--- src/rtl/bcd_pkg.sv ---
// Shared BCD definitions: digit width, largest legal digit, subtractor FSM
// encoding and the digit-validity check.
package bcd_pkg;

  localparam int              DIGIT_W = 4;
  localparam logic [DIGIT_W-1:0] BCD_MAX = 4'd9;

  typedef enum logic [1:0] {
    IDLE = 2'd0,
    RUN  = 2'd1,
    DONE = 2'd2,
    NEG  = 2'd3
  } state_t;

  function automatic logic digit_invalid(input logic [DIGIT_W-1:0] d);
    return d > BCD_MAX;
  endfunction

endpackage

--- src/rtl/bcd_digit_sub.sv ---
// Single BCD digit subtractor: diff = a - b - bin, with a decimal borrow.
module bcd_digit_sub
  import bcd_pkg::*;
(
  input  logic [DIGIT_W-1:0] a,
  input  logic [DIGIT_W-1:0] b,
  input  logic               bin,
  output logic [DIGIT_W-1:0] diff,
  output logic               bout
);

  // Five bits hold the signed range -16..15; bit 4 is the sign.
  logic [DIGIT_W:0] t;

  assign t    = {1'b0, a} - {1'b0, b} - {{DIGIT_W{1'b0}}, bin};
  assign bout = t[DIGIT_W];
  assign diff = t[DIGIT_W] ? t[DIGIT_W-1:0] + 4'd10 : t[DIGIT_W-1:0];

endmodule

--- src/rtl/bcd_sub_serial.sv ---
// Digit-serial BCD subtractor, one digit per clock, LSD first.
// Define BCD_SUB_SIGNMAG_EN to return sign-magnitude instead of ten's complement.
module bcd_sub_serial
  import bcd_pkg::*;
#(
  parameter int NDIGITS = 4
) (
  input  logic                   clk,
  input  logic                   rst,
  input  logic                   start,
  input  logic                   bin,
  input  logic [4*NDIGITS-1:0]   a,
  input  logic [4*NDIGITS-1:0]   b,
  output logic                   busy,
  output logic                   done,
  output logic [4*NDIGITS-1:0]   diff,
  output logic                   bout,
  output logic                   invalid
);

  localparam int IDX_W = (NDIGITS > 1) ? $clog2(NDIGITS) : 1;
  localparam logic [IDX_W-1:0] LAST = IDX_W'(NDIGITS - 1);

  state_t state, state_next;

  logic [NDIGITS-1:0][DIGIT_W-1:0] wa, wb, wr, wr_next;
  logic [IDX_W-1:0]                idx;
  logic                            borrow, inv_w, start_inv, last;
  logic [DIGIT_W-1:0]              op_a, op_b, sub_diff;
  logic                            sub_bout;

  assign last = (idx == LAST);
  assign busy = (state == RUN) || (state == NEG);
  assign done = (state == DONE);

  bcd_digit_sub u_digit (
    .a    (op_a),
    .b    (op_b),
    .bin  (borrow),
    .diff (sub_diff),
    .bout (sub_bout)
  );

  // NOTE: every combinational output gets a default first so no path can infer a latch.
  always_comb begin
    start_inv = 1'b0;
    for (int i = 0; i < NDIGITS; i++) begin
      start_inv = start_inv | digit_invalid(a[i*DIGIT_W +: DIGIT_W])
                            | digit_invalid(b[i*DIGIT_W +: DIGIT_W]);
    end
  end

  always_comb begin
    op_a = wa[idx];
    op_b = wb[idx];
`ifdef BCD_SUB_SIGNMAG_EN
    if (state == NEG) begin
      op_a = '0;
      op_b = wr[idx];
    end
`endif
    wr_next      = wr;
    wr_next[idx] = sub_diff;
  end

  always_comb begin
    state_next = state;
    unique case (state)
      IDLE: if (start) state_next = RUN;
      RUN: begin
        if (last) begin
`ifdef BCD_SUB_SIGNMAG_EN
          state_next = sub_bout ? NEG : DONE;
`else
          state_next = DONE;
`endif
        end
      end
`ifdef BCD_SUB_SIGNMAG_EN
      NEG:  if (last) state_next = DONE;
`endif
      DONE: state_next = start ? RUN : IDLE;
      default: state_next = IDLE;
    endcase
  end

  // NOTE: sequential state uses non-blocking assignments so all registers update together.
  always_ff @(posedge clk) begin
    if (rst) state <= IDLE;
    else     state <= state_next;
  end

  // NOTE: the working registers are reset too; they are few and it keeps reset state fully known.
  always_ff @(posedge clk) begin
    if (rst) begin
      wa      <= '0;
      wb      <= '0;
      wr      <= '0;
      idx     <= '0;
      borrow  <= 1'b0;
      inv_w   <= 1'b0;
      diff    <= '0;
      bout    <= 1'b0;
      invalid <= 1'b0;
    end else begin
      unique case (state)
        IDLE, DONE: begin
          if (start) begin
            wa     <= a;
            wb     <= b;
            borrow <= bin;
            inv_w  <= start_inv;
            idx    <= '0;
          end
        end
        RUN: begin
          wr     <= wr_next;
          borrow <= sub_bout;
          idx    <= last ? '0 : idx + 1'b1;
          if (last) begin
`ifdef BCD_SUB_SIGNMAG_EN
            // Negative: keep the result internal and negate it in NEG first.
            if (sub_bout) begin
              borrow <= 1'b0;
            end else begin
              diff    <= wr_next;
              bout    <= 1'b0;
              invalid <= inv_w;
            end
`else
            diff    <= wr_next;
            bout    <= sub_bout;
            invalid <= inv_w;
`endif
          end
        end
`ifdef BCD_SUB_SIGNMAG_EN
        NEG: begin
          wr     <= wr_next;
          borrow <= sub_bout;
          idx    <= last ? '0 : idx + 1'b1;
          if (last) begin
            diff    <= wr_next;
            bout    <= 1'b1;
            invalid <= inv_w;
          end
        end
`endif
        default: ;
      endcase
    end
  end

endmodule

--- config.mk ---
export PLATFORM = sky130hd
export DESIGN_NAME = bcd_sub_serial
export DESIGN_NICKNAME = d
export VERILOG_FILES = /design/src/rtl/bcd_pkg.sv /design/src/rtl/bcd_digit_sub.sv /design/src/rtl/bcd_sub_serial.sv
export SDC_FILE = /design/constraint.sdc
export NUM_CORES = 1
export LEC_CHECK = 0
export CAP_MARGIN = 25
export CORE_MARGIN = 3
export CORE_UTILIZATION = 40
export CTS_BUF_LIST = sky130_fd_sc_hd__clkbuf_2 sky130_fd_sc_hd__clkbuf_4 sky130_fd_sc_hd__clkbuf_8
export CTS_CLUSTER_DIAMETER = 80
export DETAILED_ROUTE_END_ITERATION = 8
export GPL_TIMING_DRIVEN = 0
export PLACE_DENSITY_LB_ADDON = 0.1
export SYNTH_ARGS = -nofsm -noshare
export SYNTH_HDL_FRONTEND = slang
export SYNTH_SLANG_ARGS = --single-unit
--- constraint.sdc ---
create_clock -name clk -period 7.8 [get_ports clk]
set_clock_uncertainty 0.1 [all_clocks]
set_input_delay 1.17 -clock clk [delete_from_list [all_inputs] [get_ports clk]]
set_output_delay 1.17 -clock clk [all_outputs]
set_load 0.005 [all_outputs]
# Yosys cells after proc, flatten, opt, wreduce, memory -nomap -nowiden
# Index checks and enable logic that the tools add are counted.
[totals] regBits=72 inputBits=36 output_inout_bits=20
[op_classes] addsub=4 order_cmp=10 n_eq_ne=7 muxes=17 bitwise=7 reduce_logical=9
[ops] cell="> comparator 4 bit, second input constant" n=8
[ops] cell="binary-select mux 4 bit (select 2 bit)" n=2
[ops] cell="bitwise mux 16 bit" n=1
[ops] cell="two-way mux 4 bit" n=4
[ops] cell="demux 4 bit (select 2 bit)" n=1
[ops] cell="two-way mux 2 bit" n=4
[ops] cell="AND reduction 2 bit" n=4
[ops] cell="OR 1 bit" n=7
[ops] cell="equality test 2 bit, second input constant" n=3
[ops] cell="inequality test 2 bit, second input constant" n=3
[ops] cell="one-hot mux 2 bit (3 select lines)" n=1
[ops] cell="subtractor 4 x 4 -> 5 bit" n=1
[ops] cell="subtractor 5 x 1 -> 5 bit" n=1
[ops] cell="adder 4 bit, second input constant" n=1
[ops] cell="one-hot mux 2 bit (2 select lines)" n=1
[ops] cell="less-than comparator 2 x 3 -> 1 bit, second input constant" n=1
[ops] cell="adder 2 x 1 -> 2 bit, second input constant" n=1
[ops] cell="equality test 2 x 1 -> 1 bit, second input constant" n=1
[ops] cell=">= comparator 2 x 1 -> 1 bit, second input constant" n=1
[ops] cell="logical NOT 2 bit" n=1
[ops] cell="two-way mux 1 bit" n=2
[ops] cell="one-hot mux 1 bit (2 select lines)" n=1
[ops] cell="nonzero test 2 bit" n=1
[ops] cell="OR reduction 2 bit" n=1
[ops] cell="2 further kinds" n=2

# Logic depth before layout (Yosys ltp)
[logic_depth] depth_word=8 mapped_depth=11

# Hierarchy
# From an unflattened synthesis, not the netlist that was laid out.
[unflattened] hier_cells=356 hier_area_um2=3050.4
[by_module_without_submodules] module="bcd_sub_serial" instances=1 cells_per_inst=324 area_each_um2=2776.4 seq_area_each_um2=1361.3
[by_module_without_submodules] module="bcd_digit_sub" instances=1 cells_per_inst=32 area_each_um2=274.0 seq_area_each_um2=0.0

# Least setup slack after synthesis
# OpenSTA, ideal clock, no wires.
[synth_timing] kind="register -> register" start="register idx[0]" end="register wr[11] in the netlist's numbering" arrival_ps=3247 t_required_ps=7613 path_slack_ps=4366 stages_incl_launch_ff=11 synth_period_minus_slack_ps=3434 path_cell_list="dfxtp_1 buf_2 mux4_1 fa_1 fa_1 xnor2_1 ha_1 o21ai_4 o31ai_4 xor2_2 o31ai_1"
[synth_via] elab_chain_len=7 elab_cells_between_ends=14 cone_classes="add/sub (3); order compare (2); mux (8); reduce/logical (1)"
[synth_rtl] item="start, declared" line="bcd_sub_serial.sv:27" rtl="logic [IDX_W-1:0] idx;"
[synth_rtl] item="start signal, assigned" line="bcd_sub_serial.sv:119" rtl="idx <= last ? '0 : idx + 1'b1;"
[synth_rtl] item="binary-select mux 4 bit (select 2 bit) (on tied branches)" line="bcd_sub_serial.sv:54, bcd_sub_serial.sv:55"
[synth_rtl] item="two-way mux 4 bit (on tied branches)" line="bcd_sub_serial.sv:54, bcd_sub_serial.sv:55"
[synth_rtl] item="subtractor 4 x 4 -> 5 bit" line="bcd_digit_sub.sv:15" rtl="assign t = {1'b0, a} - {1'b0, b} - {{DIGIT_W{1'b0}}, bin};"
[synth_rtl] item="subtractor 5 x 1 -> 5 bit" line="bcd_digit_sub.sv:15"
[synth_rtl] item="adder 4 bit" line="bcd_digit_sub.sv:17" rtl="assign diff = t[DIGIT_W] ? t[DIGIT_W-1:0] + 4'd10 : t[DIGIT_W-1:0];"
[synth_rtl] item="two-way mux 4 bit" line="bcd_digit_sub.sv:17"
[synth_rtl] item="bitwise mux 16 bit (*)" line="bcd_sub_serial.sv:63" rtl="wr_next[idx] = sub_diff;"
[synth_rtl] item="end signal, assigned" line="bcd_sub_serial.sv:117" rtl="wr <= wr_next;"
[synth_rtl] item="end, declared" line="bcd_sub_serial.sv:26" rtl="logic [NDIGITS-1:0][DIGIT_W-1:0] wa, wb, wr, wr_next;"
# Mark *: on every way between the ends. The rest lies on a longest branch, timed or not. The select of a mux whose other input is x is not followed.
# A chain may end at the register's enable or synchronous reset.

# Worst setup path in the final report
[layout_timing] start="register idx[0]" end="register diff[6]"
[layout_via] elab_chain_len=7 elab_cells_between_ends=16 cone_classes="add/sub (3); order compare (2); eq/ne (1); mux (8); reduce/logical (2)"
[layout_rtl] item="binary-select mux 4 bit (select 2 bit) (on tied branches)" line="bcd_sub_serial.sv:54, bcd_sub_serial.sv:55"
[layout_rtl] item="two-way mux 4 bit (on tied branches)" line="bcd_sub_serial.sv:54, bcd_sub_serial.sv:55"
[layout_rtl] item="subtractor 4 x 4 -> 5 bit" line="bcd_digit_sub.sv:15"
[layout_rtl] item="subtractor 5 x 1 -> 5 bit" line="bcd_digit_sub.sv:15"
[layout_rtl] item="adder 4 bit" line="bcd_digit_sub.sv:17"
[layout_rtl] item="two-way mux 4 bit" line="bcd_digit_sub.sv:17"
[layout_rtl] item="bitwise mux 16 bit" line="bcd_sub_serial.sv:63"
[layout_rtl] item="end signal, assigned" line="bcd_sub_serial.sv:131" rtl="diff <= wr_next;"
[layout_rtl] item="end, declared" line="bcd_sub_serial.sv:16" rtl="output logic [4*NDIGITS-1:0] diff,"
# Parallel ways exist; a longest one is shown, timed or not. The select of a mux whose other input is x is not followed.

==> impl_metrics.env <==
export IMPL_status="complete, no violations"
export IMPL_postCtsHoldBufs=0
export IMPL_required_ns=7.90
export IMPL_synth_edf_count=0
export IMPL_wl_per_cell_um=14.85
export IMPL_postCtsSetupBuffers=0
export IMPL_grt_max_degree=12
export IMPL_pwr_share_seq_pct=43.9
export IMPL_syn_avg_cell_area_um2=8.507
export IMPL_wl_met2_um=3689
export IMPL_reg2reg_setup_slack_ns=3.71
export IMPL_tightest_slew_ns=0.5830
export IMPL_ys_flop_type="dfxtp_1"
export IMPL_path_max_fanout=10
export IMPL_max_slew_margin_pct=60.99
export IMPL_routed_via_density=5.210
export IMPL_first_iter_violations=122
export IMPL_slowest_delay_ns=0.67
export IMPL_fillCellCount=737
export IMPL_leakage_nw=1.437
export IMPL_pwr_share_clk_pct=33.8
export IMPL_critPathLaunchType="flop"
export IMPL_synth_distinct_cells=42
export IMPL_cp_arrival_ns=4.19
export IMPL_gr_usage_all_layers_pct=19.29
export IMPL_io_buffer_count=54
export IMPL_multi_input_area_um2=1628
export IMPL_p_switching_w=0.0002486
export IMPL_cts_sinks=68
export IMPL_clock_tree_buffer_depth=2
export IMPL_io_pins=56
export IMPL_cts_resized=0
export IMPL_nNetsFinal=486
export IMPL_die_x_um=95.19
export IMPL_syn_to_final_growth_pct=27.02
export IMPL_fmax_ghz=0.2445
export IMPL_synth_common_cells="79 x nand2_1, 68 x dfxtp_1, 42 x a21oi_1"
export IMPL_grt_pass1_vias=2710
export IMPL_top_layer="met4"
export IMPL_async_flop_share_pct=0
export IMPL_core_um2=7486
export IMPL_hpwl_um=6021
export IMPL_antenna_found_initial=0
export IMPL_drtAntennaViolNets=0
export IMPL_yosysTopAreaCell="dfxtp_1"
export IMPL_clk_pin_slew_ns=0.07
export IMPL_syn_nets=421
export IMPL_register_area_um2=1361
export IMPL_rows=31
export IMPL_synth_cells=374
export IMPL_swShare_pct=29.33
export IMPL_synthesis_area_um2=3182
export IMPL_cts_root_buffer="clkbuf_8"
export IMPL_worstHoldPathType="reg2reg"
export IMPL_combPwrFrac_pct=22.3
export IMPL_total_power_w=0.0008477
export IMPL_slowest_stage="mux4_1"
export IMPL_worstPathCellList="buf_2 -> mux4_1 -> fa_1 -> fa_1 -> xnor2_1 -> ha_1 -> a21oi_1 -> o22ai_1 -> nor2_1 -> o21ai_0"
export IMPL_critPathKind="reg2reg"
export IMPL_finalHoldViolCount=0
export IMPL_place_gp_congestion=0.7722
export IMPL_fin_setup_tns_ns=0
export IMPL_htree_levels=3
export IMPL_numCtsBuffers=9
export IMPL_drv_slew=0
export IMPL_drt_wl_total_um=8051
export IMPL_dieHeight_um=95.19
export IMPL_grt_pass1_wl_um=13300
export IMPL_diodes=0
export IMPL_met3_length_um=504
export IMPL_grt_overflow=0
export IMPL_rsz0062_at_grt="false"
export IMPL_worst_setup_path_end_kind="flop"
export IMPL_min_period_ns=4.090
export IMPL_irDropWorstVdd_v=0.0001034
export IMPL_tritoncts="done"
export IMPL_vias=2824
export IMPL_maxCapViolCount=0
export IMPL_post_route_period_util_pct=52.44
export IMPL_ys_top_cells_by_area="dfxtp_1 43%, nand2_1 9.3%, a21oi_1 6.6%"
export IMPL_crit_top_cell="fa_1"
export IMPL_yosys_area_top_type_share_pct=42.78
export IMPL_firstDrtPassIters=4
export IMPL_start_util_pct=42.50
export IMPL_yosysSeqAreaShare_pct=42.78
export IMPL_intPower_w=0.0005991
export IMPL_drc=0
export IMPL_powerDensity_nw_per_um2=209.8
export IMPL_drive_above_1_share_pct=6.546
export IMPL_die_area_um2=9061
export IMPL_wl_met1_um=3742
export IMPL_yosysMostFrequentCell="nand2_1"
export IMPL_ys_ff_latch=68
export IMPL_clkLatencyLatePin_ns=0.33
export IMPL_setup_viol=0
export IMPL_yosysWarningCount=0
path summary, 6_finish.rpt:
check         start  depth (start not counted)  endpoint
max          idx[0]                         10   diff[6]
min           wb[6]                          2     wb[6]
max reg2reg  idx[0]                         10   diff[6]
min reg2reg   wb[6]                          2     wb[6]
cell usage in the layout, fill, tap and decap left out, drive strengths merged, types with 4 or more instances in the layout:
master | netlist | layout
a211oi | 12 | 12
a21oi | 43 | 43
a31oi | 11 | 11
and2 | 5 | 5
buf | 8 | 8
clkbuf | 25 | 36
clkdlybuf4s50 | 0 | 54
dfxtp | 68 | 68
ha | 9 | 9
inv | 13 | 13
mux4 | 7 | 7
nand2 | 79 | 79
nand3 | 9 | 9
nor2 | 21 | 21
nor2b | 4 | 4
nor4b | 9 | 9
o21ai | 21 | 21
o31ai | 4 | 4
layout make-up:
type / count / share of cell area (%)
multi-input cells: 260 / 40.28
repair buffers: 54 / 13.37
plain buffers: 33 / 3.560
inverters: 13 / 1.207
flip-flops and latches: 68 / 33.68
clock buffers: 11 / 3.591
well taps: 99 / 3.065
clock inverters: 4 / 1.238
logic make-up after synthesis:
group / count (synthesis) / share of synthesized area [%]
xor+xnor: 6 / 2.320
buf+inv: 46 / 6.056
simple gates: 135 / 19.03
mux: 9 / 6.213
compound gates: 99 / 18.80
flops: 68 / 42.78
fa+ha+maj: 11 / 4.798
registers in the layout, indices dropped and copies added (netlist names):
name,count
borrow,1
bout,1
diff,16
idx,2
inv_w,1
invalid,1
state,2
wa,16
wb,16
wr,12
stage by stage:
step                      hold slack (ns)  util [%]  area, um^2  cells  setup WS (ns)
final                              0.3525     53.99        4041    542          3.710
after global routing               0.3686     53.99        4041    542          3.479
after CTS                          0.3532     53.99        4041    542          3.685
after detailed placement           0.3445     51.38        3846    527          3.686
after global placement             0.3390     51.38        3846    527          3.690
after floorplan                    0.3287         -        3182    374          4.366
power by group through the flow:
stage                     clock [W]  sequential, W  combinational [W]
after floorplan                   0       0.000377           0.000131
final                      0.000287       0.000372           0.000189
after CTS                  0.000296       0.000372           0.000190
after global placement            0       0.000379           0.000189
after detailed placement          0       0.000380           0.000190
after global routing       0.000312       0.000374           0.000209
critical path: cells and delay by family (launching register included):
kind / cells / cell delay, ns
DFF: 1 / 0.46
buffers and inverters: 1 / 0.34
muxes: 1 / 0.67
and+or+nand+nor: 1 / 0.46
adders and majority gates: 3 / 1.35
xor gates and xnor gates: 1 / 0.17
AOI/OAI and AO/OA: 3 / 0.42
metal layers:
metal  vias to the layer above  track usage, %
li1                       1424               -
met1                      1309           25.88
met2                        83           30.67
met3                         8           4.104
met4                         0           6.731
met5                         -               0
Note: power is estimated with default switching activity, not from simulation.
